**config.mk**
```make
export PLATFORM = sky130hd
export DESIGN_NAME = pc_fetch_unit
export DESIGN_NICKNAME = d
export VERILOG_FILES = /design/src/rtl/pc_fetch_unit.sv
export SDC_FILE = /design/constraint.sdc
export NUM_CORES = 1
export LEC_CHECK = 0
export ABC_AREA = 1
export CORE_MARGIN = 2
export CORE_UTILIZATION = 36
export DETAILED_ROUTE_END_ITERATION = 6
export GPL_TIMING_DRIVEN = 0
export PLACE_DENSITY = 0.78
export SYNTH_ARGS = -nofsm -noshare
export SYNTH_HDL_FRONTEND = slang
export SYNTH_SLANG_ARGS = --single-unit
```
**constraint.sdc**
```tcl
create_clock -name clk -period 2.5 [get_ports clk]
set_clock_uncertainty 0.2 [all_clocks]
set_input_delay 0.375 -clock clk [delete_from_list [all_inputs] [get_ports clk]]
set_output_delay 0.375 -clock clk [all_outputs]
set_load 0.01 [all_outputs]
```
**src/rtl/pc_fetch_unit.sv**
```systemverilog
// Program-counter and instruction-fetch sequencer: FETCH -> WAIT_MEM -> EXECUTE, with a sticky TRAP state.
// Optional retirement statistics are built when PC_FETCH_STATS_EN is defined.
module pc_fetch_unit #(
    parameter logic [31:0] RESET_VECTOR = 32'h0000_0000,
    parameter int          MEM_TIMEOUT  = 16
) (
    input  logic        clk,
    input  logic        rst,
    input  logic        stall,
    output logic        imemReq,
    output logic [31:0] imemAddr,
    input  logic        imemReady,
    input  logic [31:0] imemData,
    output logic [31:0] instr,
    output logic        instrValid,
    input  logic        execDone,
    input  logic        nextPCSource,
    input  logic [31:0] branchTarget,
    output logic [31:0] pcCurrent,
    output logic [31:0] pcPlus4,
    output logic        trap,
    output logic [1:0]  trapCause,
    output logic [31:0] retiredCount,
    output logic [31:0] takenCount
);

    localparam int CNT_W = (MEM_TIMEOUT > 1) ? $clog2(MEM_TIMEOUT) : 1;
    localparam logic [CNT_W-1:0] CNT_LAST = CNT_W'(MEM_TIMEOUT - 1);

    localparam logic [1:0] CAUSE_NONE     = 2'b00;
    localparam logic [1:0] CAUSE_MISALIGN = 2'b01;
    localparam logic [1:0] CAUSE_TIMEOUT  = 2'b10;

    typedef enum logic [1:0] {
        FETCH    = 2'd0,
        WAIT_MEM = 2'd1,
        EXECUTE  = 2'd2,
        TRAP     = 2'd3
    } state_t;

    state_t            state_reg, state_next;
    logic [31:0]       pc_reg, pc_next;
    logic [CNT_W-1:0]  cnt_reg, cnt_next;
    logic              req_reg, req_next;
    logic [31:0]       instr_reg, instr_next;
    logic              valid_reg, valid_next;
    logic              trap_reg, trap_next;
    logic [1:0]        cause_reg, cause_next;

    logic [31:0]       target_aligned;
    logic [31:0]       seq_pc;
    logic [31:0]       candidate_pc;
    logic              retire_ok;

    // Branch targets are halfword-aligned by clearing bit 0; bit 1 set means a misaligned word target.
    assign target_aligned = branchTarget & ~32'd1;
    assign seq_pc         = pc_reg + 32'd4;
    assign candidate_pc   = nextPCSource ? target_aligned : seq_pc;
    assign retire_ok      = (state_reg == EXECUTE) && execDone && !candidate_pc[1];

    always_ff @(posedge clk or posedge rst) begin
        if (rst) begin
            state_reg <= FETCH;
            pc_reg    <= RESET_VECTOR;
            cnt_reg   <= '0;
            req_reg   <= 1'b0;
            instr_reg <= 32'd0;
            valid_reg <= 1'b0;
            trap_reg  <= 1'b0;
            cause_reg <= CAUSE_NONE;
        end else begin
            state_reg <= state_next;
            pc_reg    <= pc_next;
            cnt_reg   <= cnt_next;
            req_reg   <= req_next;
            instr_reg <= instr_next;
            valid_reg <= valid_next;
            trap_reg  <= trap_next;
            cause_reg <= cause_next;
        end
    end

    always_comb begin
        state_next = state_reg;
        pc_next    = pc_reg;
        cnt_next   = cnt_reg;
        req_next   = req_reg;
        instr_next = instr_reg;
        valid_next = valid_reg;
        trap_next  = trap_reg;
        cause_next = cause_reg;

        unique case (state_reg)
            FETCH: begin
                req_next = 1'b0;
                if (!stall) begin
                    req_next   = 1'b1;
                    cnt_next   = '0;
                    state_next = WAIT_MEM;
                end
            end
            WAIT_MEM: begin
                req_next = 1'b1;
                // A ready response on the final allowed cycle still completes the fetch.
                if (imemReady) begin
                    instr_next = imemData;
                    valid_next = 1'b1;
                    req_next   = 1'b0;
                    state_next = EXECUTE;
                end else if (cnt_reg == CNT_LAST) begin
                    req_next   = 1'b0;
                    trap_next  = 1'b1;
                    cause_next = CAUSE_TIMEOUT;
                    state_next = TRAP;
                end else begin
                    cnt_next = cnt_reg + 1'b1;
                end
            end
            EXECUTE: begin
                if (execDone) begin
                    if (candidate_pc[1]) begin
                        valid_next = 1'b0;
                        trap_next  = 1'b1;
                        cause_next = CAUSE_MISALIGN;
                        state_next = TRAP;
                    end else begin
                        pc_next    = candidate_pc;
                        valid_next = 1'b0;
                        state_next = FETCH;
                    end
                end
            end
            TRAP: begin
                req_next   = 1'b0;
                valid_next = 1'b0;
                trap_next  = 1'b1;
            end
            default: state_next = FETCH;
        endcase
    end

    assign imemReq    = req_reg;
    assign imemAddr   = pc_reg;
    assign instr      = instr_reg;
    assign instrValid = valid_reg;
    assign pcCurrent  = pc_reg;
    assign pcPlus4    = seq_pc;
    assign trap       = trap_reg;
    assign trapCause  = cause_reg;

`ifdef PC_FETCH_STATS_EN
    logic [31:0] retired_reg;
    logic [31:0] taken_reg;

    always_ff @(posedge clk or posedge rst) begin
        if (rst) begin
            retired_reg <= 32'd0;
            taken_reg   <= 32'd0;
        end else if (retire_ok) begin
            retired_reg <= retired_reg + 32'd1;
            if (nextPCSource) begin
                taken_reg <= taken_reg + 32'd1;
            end
        end
    end

    assign retiredCount = retired_reg;
    assign takenCount   = taken_reg;
`else
    logic unused_stats;
    assign unused_stats = retire_ok;
    assign retiredCount = 32'd0;
    assign takenCount   = 32'd0;
`endif

endmodule

```
==> results of run 1 <==
[cells in the final DEF, fill, tap and decap left out, types with 4 or more instances in the layout]
cell type	count
buf_2	6
buf_4	114
buf_6	5
clkbuf_1	6
clkbuf_16	9
clkbuf_2	9
clkdlybuf4s15_1	5
clkdlybuf4s50_1	168
conb_1	70
dfrtp_1	57
dfrtp_2	16
dlygate4sd2_1	7
ha_1	6
inv_1	47
mux2_2	32
nand2_1	146
nand2_2	22
nand3_1	29
nor2_1	70
nor2_2	7
nor2_4	10
o21ai_0	27
o21ai_1	8
o22ai_1	4
o31ai_1	5
xnor2_1	4
[power by group through the flow]
stage	logic (mW)	registers (mW)	clock network, mW
floorplan	0.175	1.21	0
global placement	0.305	1.21	0
detailed placement	0.312	1.21	0
CTS	0.313	1.18	1.35
global route	0.344	1.18	1.40
finish	0.316	1.18	1.32
[worst min-delay path by stage]
stage | from | endpoint | cells after the start
global route | rst | instr[15] | 2
floorplan | cnt_reg[1] | cnt_reg[1] | 2
global placement | trap | trap | 2
detailed placement | trap | trap | 2
CTS | rst | instr[15] | 2
finish | rst | instr[15] | 2
[cells in the mapped netlist]
cell type  instances
nand2_1          161
a21boi_1           1
o21ai_1            6
nor2_4             5
nor2_1            77
buf_1              1
nand2_2            7
nand3_1           32
nand2_4            2
nand3b_1           1
a21boi_2           1
buf_4            103
o31ai_1            5
o21a_1             1
a21oi_1            3
buf_2              5
o21ai_0           31
ha_1               7
nor3_1             3
nand2_8            1
nand4_1            1
nor2_2             5
mux2_2            32
or2_2              1
clkbuf_1           6
dfrtp_1           73
conb_1             1
xnor2_1            4
nor2_8             3
o211ai_1           1
inv_1             49
inv_2              1
o22ai_1            4
xor2_1             5
[metal layers]
metal | vias to the layer above | wire length, um | track usage, %
met5 | - | 0 | 0
met4 | 0 | 309 | 7.11
met3 | 25 | 1360 | 6.88
met2 | 198 | 7410 | 35.1
met1 | 2162 | 5650 | 21.5
li1 | 2424 | - | -
[layout make-up]
cell class / count / share of cell area [%]
buffer: 115 / 10.4
clock buffer: 9 / 2.83
clock inverter: 7 / 1.01
inverter: 50 / 2.44
multi-input combinational: 470 / 31.8
sequential: 73 / 23.2
tap: 180 / 2.83
timing repair buffer: 209 / 25.5
[timing repair]
| item | CTS | global route |
|---|---|---|
| buffers inserted | 5 | 8 |
| pin swaps | 4 | 9 |
| resized for setup | 53 | 71 |
| endpoints found under the setup margin | 27 | 20 |
| hold endpoints to repair | 0 | 0 |
[cell families (layout without fill, tap and decap cells)]
logic type / after synthesis / after routing / share of synthesized area (%)
flip-flops: 73 / 73 / 36.6
XOR/XNOR: 9 / 9 / 1.58
buffers and inverters: 165 / 390 / 20.3
multiplexers: 32 / 32 / 7.22
AND/OR/NAND/NOR: 299 / 299 / 26.5
other: 1 / 70 / 0.0752
adder cells (fa/ha/maj): 7 / 7 / 1.76
AO/OA/AOI/OAI: 53 / 53 / 5.94
==> flow_metrics.env, run 1 <==
export IMPL_power_leakage_nw=3.94
export IMPL_power_frac_clock_pct=46.9
export IMPL_min_period_over_period_pct=100
export IMPL_cts_buffer_depth=2
export IMPL_setup_worst_path_end="pcPlus4[20]"
export IMPL_grt_max_degree=39
export IMPL_place_inst=1084
export IMPL_final_hold_violation_count=0
export IMPL_rrSetupSlack_ns=0.33
export IMPL_fin_setup_tns_ns=-0.00163
export IMPL_fmaxAchievable_mhz=400
export IMPL_antenna_found_initial=0
export IMPL_status="finished, violations left"
export IMPL_numCtsBuffers=9
export IMPL_fin_crit_ns=2.50
export IMPL_power_mw=2.82
export IMPL_startpoint_type="flop"
export IMPL_clock_latency_ns=0.34
export IMPL_powerDensity_nw_per_um2=355
export IMPL_pwr_share_comb_pct=11.2
export IMPL_nNetsFinal=1005
export IMPL_cap_violations=0
export IMPL_hold_slack_ns=0.205
export IMPL_start_util_pct=36.4
export IMPL_startpoint="imemAddr[2]"
export IMPL_timing_rr_start="state_reg[0]"
export IMPL_cts_sinks=73
export IMPL_crit_buf_inv=1
export IMPL_p_seq_share_pct=41.9
export IMPL_ctsHoldBuffers=0
export IMPL_syn_area_sq_um=4990
export IMPL_fillCellCount=1254
export IMPL_final_setup_viol_count=1
export IMPL_drt_first_iter_violations=208
export IMPL_grt_remaining_overflow=0
export IMPL_critPathSlowestCell="dfrtp_1"
export IMPL_htree_num_levels=3
export IMPL_netSwitchingPower_uw=679
export IMPL_max_stage_delay_ns=0.38
export IMPL_crit_family="simple AND/OR/NAND/NOR gates"
export IMPL_ioPinCount=267
export IMPL_diodes=0
export IMPL_worst_slew_pin_slew_ns=0.581
export IMPL_dr_pass1_iters=4
export IMPL_register_area_sq_um=1850
export IMPL_multi_input_area_sq_um=2530
export IMPL_fp_dieW_um=122
export IMPL_finalNonFillerCells=1113
export IMPL_cp_common_cell="nand2_1"
export IMPL_cts_root_buf="clkbuf_16"
export IMPL_yosysTopAreaCellShare_pct=36.6
export IMPL_yosysWarnings=0
export IMPL_ys_types=34
export IMPL_drive_above_1_share_pct=27.5
export IMPL_p_int_mw=2.15
export IMPL_place_area_sq_um=7450
export IMPL_synthCells=639
export IMPL_largest_register_ffs=32
export IMPL_pre_cts_ws_ns=-0.0898
export IMPL_ys_seq_elements=73
export IMPL_final_util_pct=58.0
export IMPL_grt_pass1_wl_mm=22.5
export IMPL_path_depth=8
export IMPL_holdCritPathClass="in2async"
export IMPL_swShare_pct=24.0
export IMPL_port_buffers=195
export IMPL_row_count=43
export IMPL_grt_pass1_vias=4590
export IMPL_cp_max_fo=3
export IMPL_synth_area_leaders="dfrtp_1 37%, buf_4 16%, nand2_1 12%, mux2_2 7.2%, nor2_1 5.8%"
export IMPL_drv_slew=0
export IMPL_place_gp_congestion=0.835
export IMPL_path_class="reg2out"
export IMPL_core_area_sq_um=13700
export IMPL_critPathArrivalTime_ns=1.93
export IMPL_detailed_place_hpwl_mm=11.4
export IMPL_syn_area_per_cell_sq_um=7.81
export IMPL_yosysTopAreaCell="dfrtp_1"
export IMPL_die_h_um=122
export IMPL_rr_endpoint="imemAddr[9]"
export IMPL_postRouteAntennaNets=0
export IMPL_cts_tree="built"
export IMPL_ys_seq_area_share_pct=36.6
export IMPL_totalWireLength_mm=14.7
export IMPL_rsz0062_at_grt="true"
export IMPL_wl_per_cell_um=13.2
export IMPL_drc=0
export IMPL_critPathRequiredTime_ns=1.92
export IMPL_cp_end_kind="output pin"
export IMPL_die_area_sq_um=14800
export IMPL_path_cells="ha_2, nand2_2, nor2_4, nand3_1, nor2_1, nand2_1, nand2_1, dlygate4sd2_1"
export IMPL_max_vdd_ir_drop_mv=0.330
export IMPL_violations="negative setup slack"
export IMPL_viasPerCell=4.32
export IMPL_synthToLayoutAreaGrowth_pct=59.4
export IMPL_fin_area_sq_um=7950
export IMPL_relSlewSlack_pct=61.3
export IMPL_grt_usage_pct=19.6
export IMPL_vias=4809
export IMPL_fin_ws_ns=-0.00163
export IMPL_r2r_cells=7
export IMPL_clk_pin_slew_worst_paths_ns=0.06
No activity file was read; power rests on OpenSTA's default activity.
==> run 2, diff against run 1 <==
--- a/config.mk
+++ b/config.mk
@@ -7,10 +7,11 @@
 export LEC_CHECK = 0
 export ABC_AREA = 1
 export CORE_MARGIN = 2
-export CORE_UTILIZATION = 36
+export CORE_UTILIZATION = 37
+export CTS_BUF_LIST = sky130_fd_sc_hd__clkbuf_8
 export DETAILED_ROUTE_END_ITERATION = 6
 export GPL_TIMING_DRIVEN = 0
-export PLACE_DENSITY = 0.78
+export PLACE_DENSITY = 0.8
 export SYNTH_ARGS = -nofsm -noshare
 export SYNTH_HDL_FRONTEND = slang
 export SYNTH_SLANG_ARGS = --single-unit
==> run 2 against run 1 <==
  * Cell count up 0.45%
  * Via count rose by 2.3%
  * Sequential share of layout area is 0.21 points higher
  * Largest cell class unchanged
  * Highest routed layer unchanged
  * The run still ends with negative setup slack left
  * Combinational power about the same
  * Wire length is 4.3% higher
==> flow_metrics.env, run 2 (synthesis gave the netlist of run 1 again) <==
export IMPL_status="finished, violations left"
export IMPL_violations="negative setup slack"
export IMPL_cp_max_fo=4
export IMPL_grt_usage_pct=21.2
export IMPL_wl_per_cell_um=13.7
export IMPL_relSlewSlack_pct=59.4
export IMPL_top_usage_layer="met2"
export IMPL_cts_root_buf="clkbuf_8"
export IMPL_ioPinCount=267
export IMPL_place_gp_congestion=0.883
export IMPL_clock_latency_ns=0.38
export IMPL_critPathRequiredTime_ns=1.92
export IMPL_largest_register_ffs=32
export IMPL_final_cell_mix="167 x clkdlybuf4s50_1, 151 x nand2_1, 123 x buf_4"
export IMPL_startpoint="imemAddr[2]"
export IMPL_grt_util_met3_pct=7.37
export IMPL_place_inst=1080
export IMPL_power_leakage_nw=3.96
export IMPL_fmaxAchievable_mhz=394
export IMPL_fp_dieW_um=120
export IMPL_final_hold_violation_count=0
export IMPL_grt_remaining_overflow=0
export IMPL_max_vdd_ir_drop_mv=0.295
export IMPL_critPathArrivalTime_ns=1.96
export IMPL_setup_worst_path_end="pcPlus4[14]"
export IMPL_grt_pass1_wl_mm=23.7
export IMPL_viasPerCell=4.40
export IMPL_port_buffers=195
export IMPL_hold_slack_ns=0.175
export IMPL_startpoint_type="flop"
export IMPL_met1_usage_pct=23.3
export IMPL_fin_crit_ns=2.54
export IMPL_totalWireLength_mm=15.4
export IMPL_cap_violations=0
export IMPL_worst_slew_pin_slew_ns=0.609
export IMPL_cp_common_cell="buf_6"
export IMPL_min_period_over_period_pct=101
export IMPL_powerDensity_nw_per_um2=318
export IMPL_drc=0
export IMPL_antenna_found_initial=0
export IMPL_start_util_pct=37.8
export IMPL_numCtsBuffers=9
export IMPL_cts_sinks=73
export IMPL_drt_first_iter_violations=267
export IMPL_core_area_sq_um=13200
export IMPL_fin_ws_ns=-0.0355
export IMPL_cts_tree="built"
export IMPL_detailed_place_hpwl_mm=11.6
export IMPL_r2r_cells=7
export IMPL_path_cells="buf_6, ha_4, nand2_4, nor2_4, nand2_4, buf_6, nor2_4, buf_4, nand2_2, nand2_2, buf_6"
export IMPL_htree_num_levels=3
export IMPL_nNetsFinal=1014
export IMPL_layout_commonest_cell="clkdlybuf4s50_1"
export IMPL_clk_pin_slew_worst_paths_ns=0.08
export IMPL_vias=4918
export IMPL_grt_util_met2_pct=37.4
export IMPL_drive_above_1_share_pct=28.1
export IMPL_grt_pass1_vias=4705
export IMPL_postRouteAntennaNets=0
export IMPL_cp_end_kind="output pin"
export IMPL_max_stage_delay_ns=0.37
export IMPL_finalNonFillerCells=1118
export IMPL_die_area_sq_um=14400
export IMPL_final_util_pct=59.7
export IMPL_dr_pass1_iters=4
export IMPL_grt_max_degree=38
export IMPL_timing_rr_start="state_reg[0]"
export IMPL_path_class="reg2out"
export IMPL_critPathSlowestCell="dfrtp_1"
export IMPL_holdCritPathClass="in2async"
export IMPL_diodes=0
export IMPL_die_h_um=120
export IMPL_row_count=42
export IMPL_rr_endpoint="imemAddr[5]"
export IMPL_rrSetupSlack_ns=0.26
export IMPL_rsz0062_at_grt="true"
export IMPL_drv_slew=0
export IMPL_final_setup_viol_count=6
export IMPL_synthToLayoutAreaGrowth_pct=58.0
export IMPL_pre_cts_ws_ns=-0.0810
export IMPL_cts_buffer_depth=2
==> run 2: cell count changes in the layout (fill, tap and decap cells not counted), moves of 2 or more <==
cell | previous run | this run
clkdlybuf4s15_1 | 5 | 2
buf_4 | 114 | 123
nand2_2 | 22 | 16
clkbuf_8 | 0 | 10
clkbuf_16 | 9 | 0
buf_6 | 5 | 7
nand2_1 | 146 | 151
clkbuf_2 | 9 | 14
clkinv_4 | 3 | 0
==> run 2: report_power, final <==
part	total (mW)	internal, mW	leakage [nW]	switching, mW
Clock	1.01	0.490	0.0949	0.517
Combinational	0.316	0.182	2.94	0.134
Sequential	1.18	1.18	0.932	0.000973
==> run 2: cell type report <==
cell class | instances | area, sq um
fill | 1169 | 5310
multi-input combinational | 470 | 2510
timing repair buffer | 218 | 2080
sequential | 73 | 1850
buffer | 115 | 825
tap | 176 | 220
inverter | 50 | 194
clock buffer | 10 | 138
clock inverter | 6 | 66.3
==> run 2: worst min path at each step <==
stage	startpoint	endpoint	slack (ns)	cells past startpoint
floorplan	cnt_reg[1]	cnt_reg[1]	0.28	2
global placement	instrValid	instrValid	0.27	2
detailed placement	instrValid	instrValid	0.28	2
CTS	rst	instr[7]	0.18	2
global route	rst	instr[7]	0.21	2
finish	rst	instr[15]	0.17	2
==> run 2: what timing repair did <==
item | 4_1_cts | 5_1_grt
buffers inserted | 13 | 9
hold buffers | 0 | 0
gates resized for setup | 70 | 62
setup endpoints to repair | 27 | 22
pin swaps | 6 | 12
==> run 2: metrics by stage <==
| step | power (mW) | instance area [sq um] | TNS (ns) |
|---|---|---|---|
| 6_report | 2.50 | 7880 | -0.112 |
| 3_5_place_dp | 1.52 | 7440 | -0.200 |
| 3_3_place_gp | 1.51 | 7420 | -93.76 |
| 2_1_floorplan | 1.38 | 5250 | 0 |
| 4_1_cts | 2.53 | 7770 | -0.121 |
| 5_1_grt | 2.61 | 7880 | -0.900 |
==> run 2: layer usage <==
| layer | vias up | routed length, um |
|---|---|---|
| li1 | 2438 | - |
| met1 | 2237 | 5720 |
| met2 | 218 | 7770 |
| met3 | 25 | 1560 |
| met4 | 0 | 317 |
| met5 | - | 0 |
==> run 2: worst max-delay path: cells and delay by family (launching register included) <==
| family | cells | cell delay (ns) |
|---|---|---|
| and+or+nand+nor | 6 | 0.57 |
| adders and majority gates | 1 | 0.16 |
| buffers and inverters | 4 | 0.49 |
| DFF | 1 | 0.37 |
==> run 3, diff against run 2 <==
--- a/config.mk
+++ b/config.mk
@@ -12,6 +12,7 @@
 export DETAILED_ROUTE_END_ITERATION = 6
 export GPL_TIMING_DRIVEN = 0
 export PLACE_DENSITY = 0.8
+export SLEW_MARGIN = 20
 export SYNTH_ARGS = -nofsm -noshare
 export SYNTH_HDL_FRONTEND = slang
 export SYNTH_SLANG_ARGS = --single-unit
==> results of run 3 <==
Same layout as run 2: the final DEF is identical, and so are final timing and power.
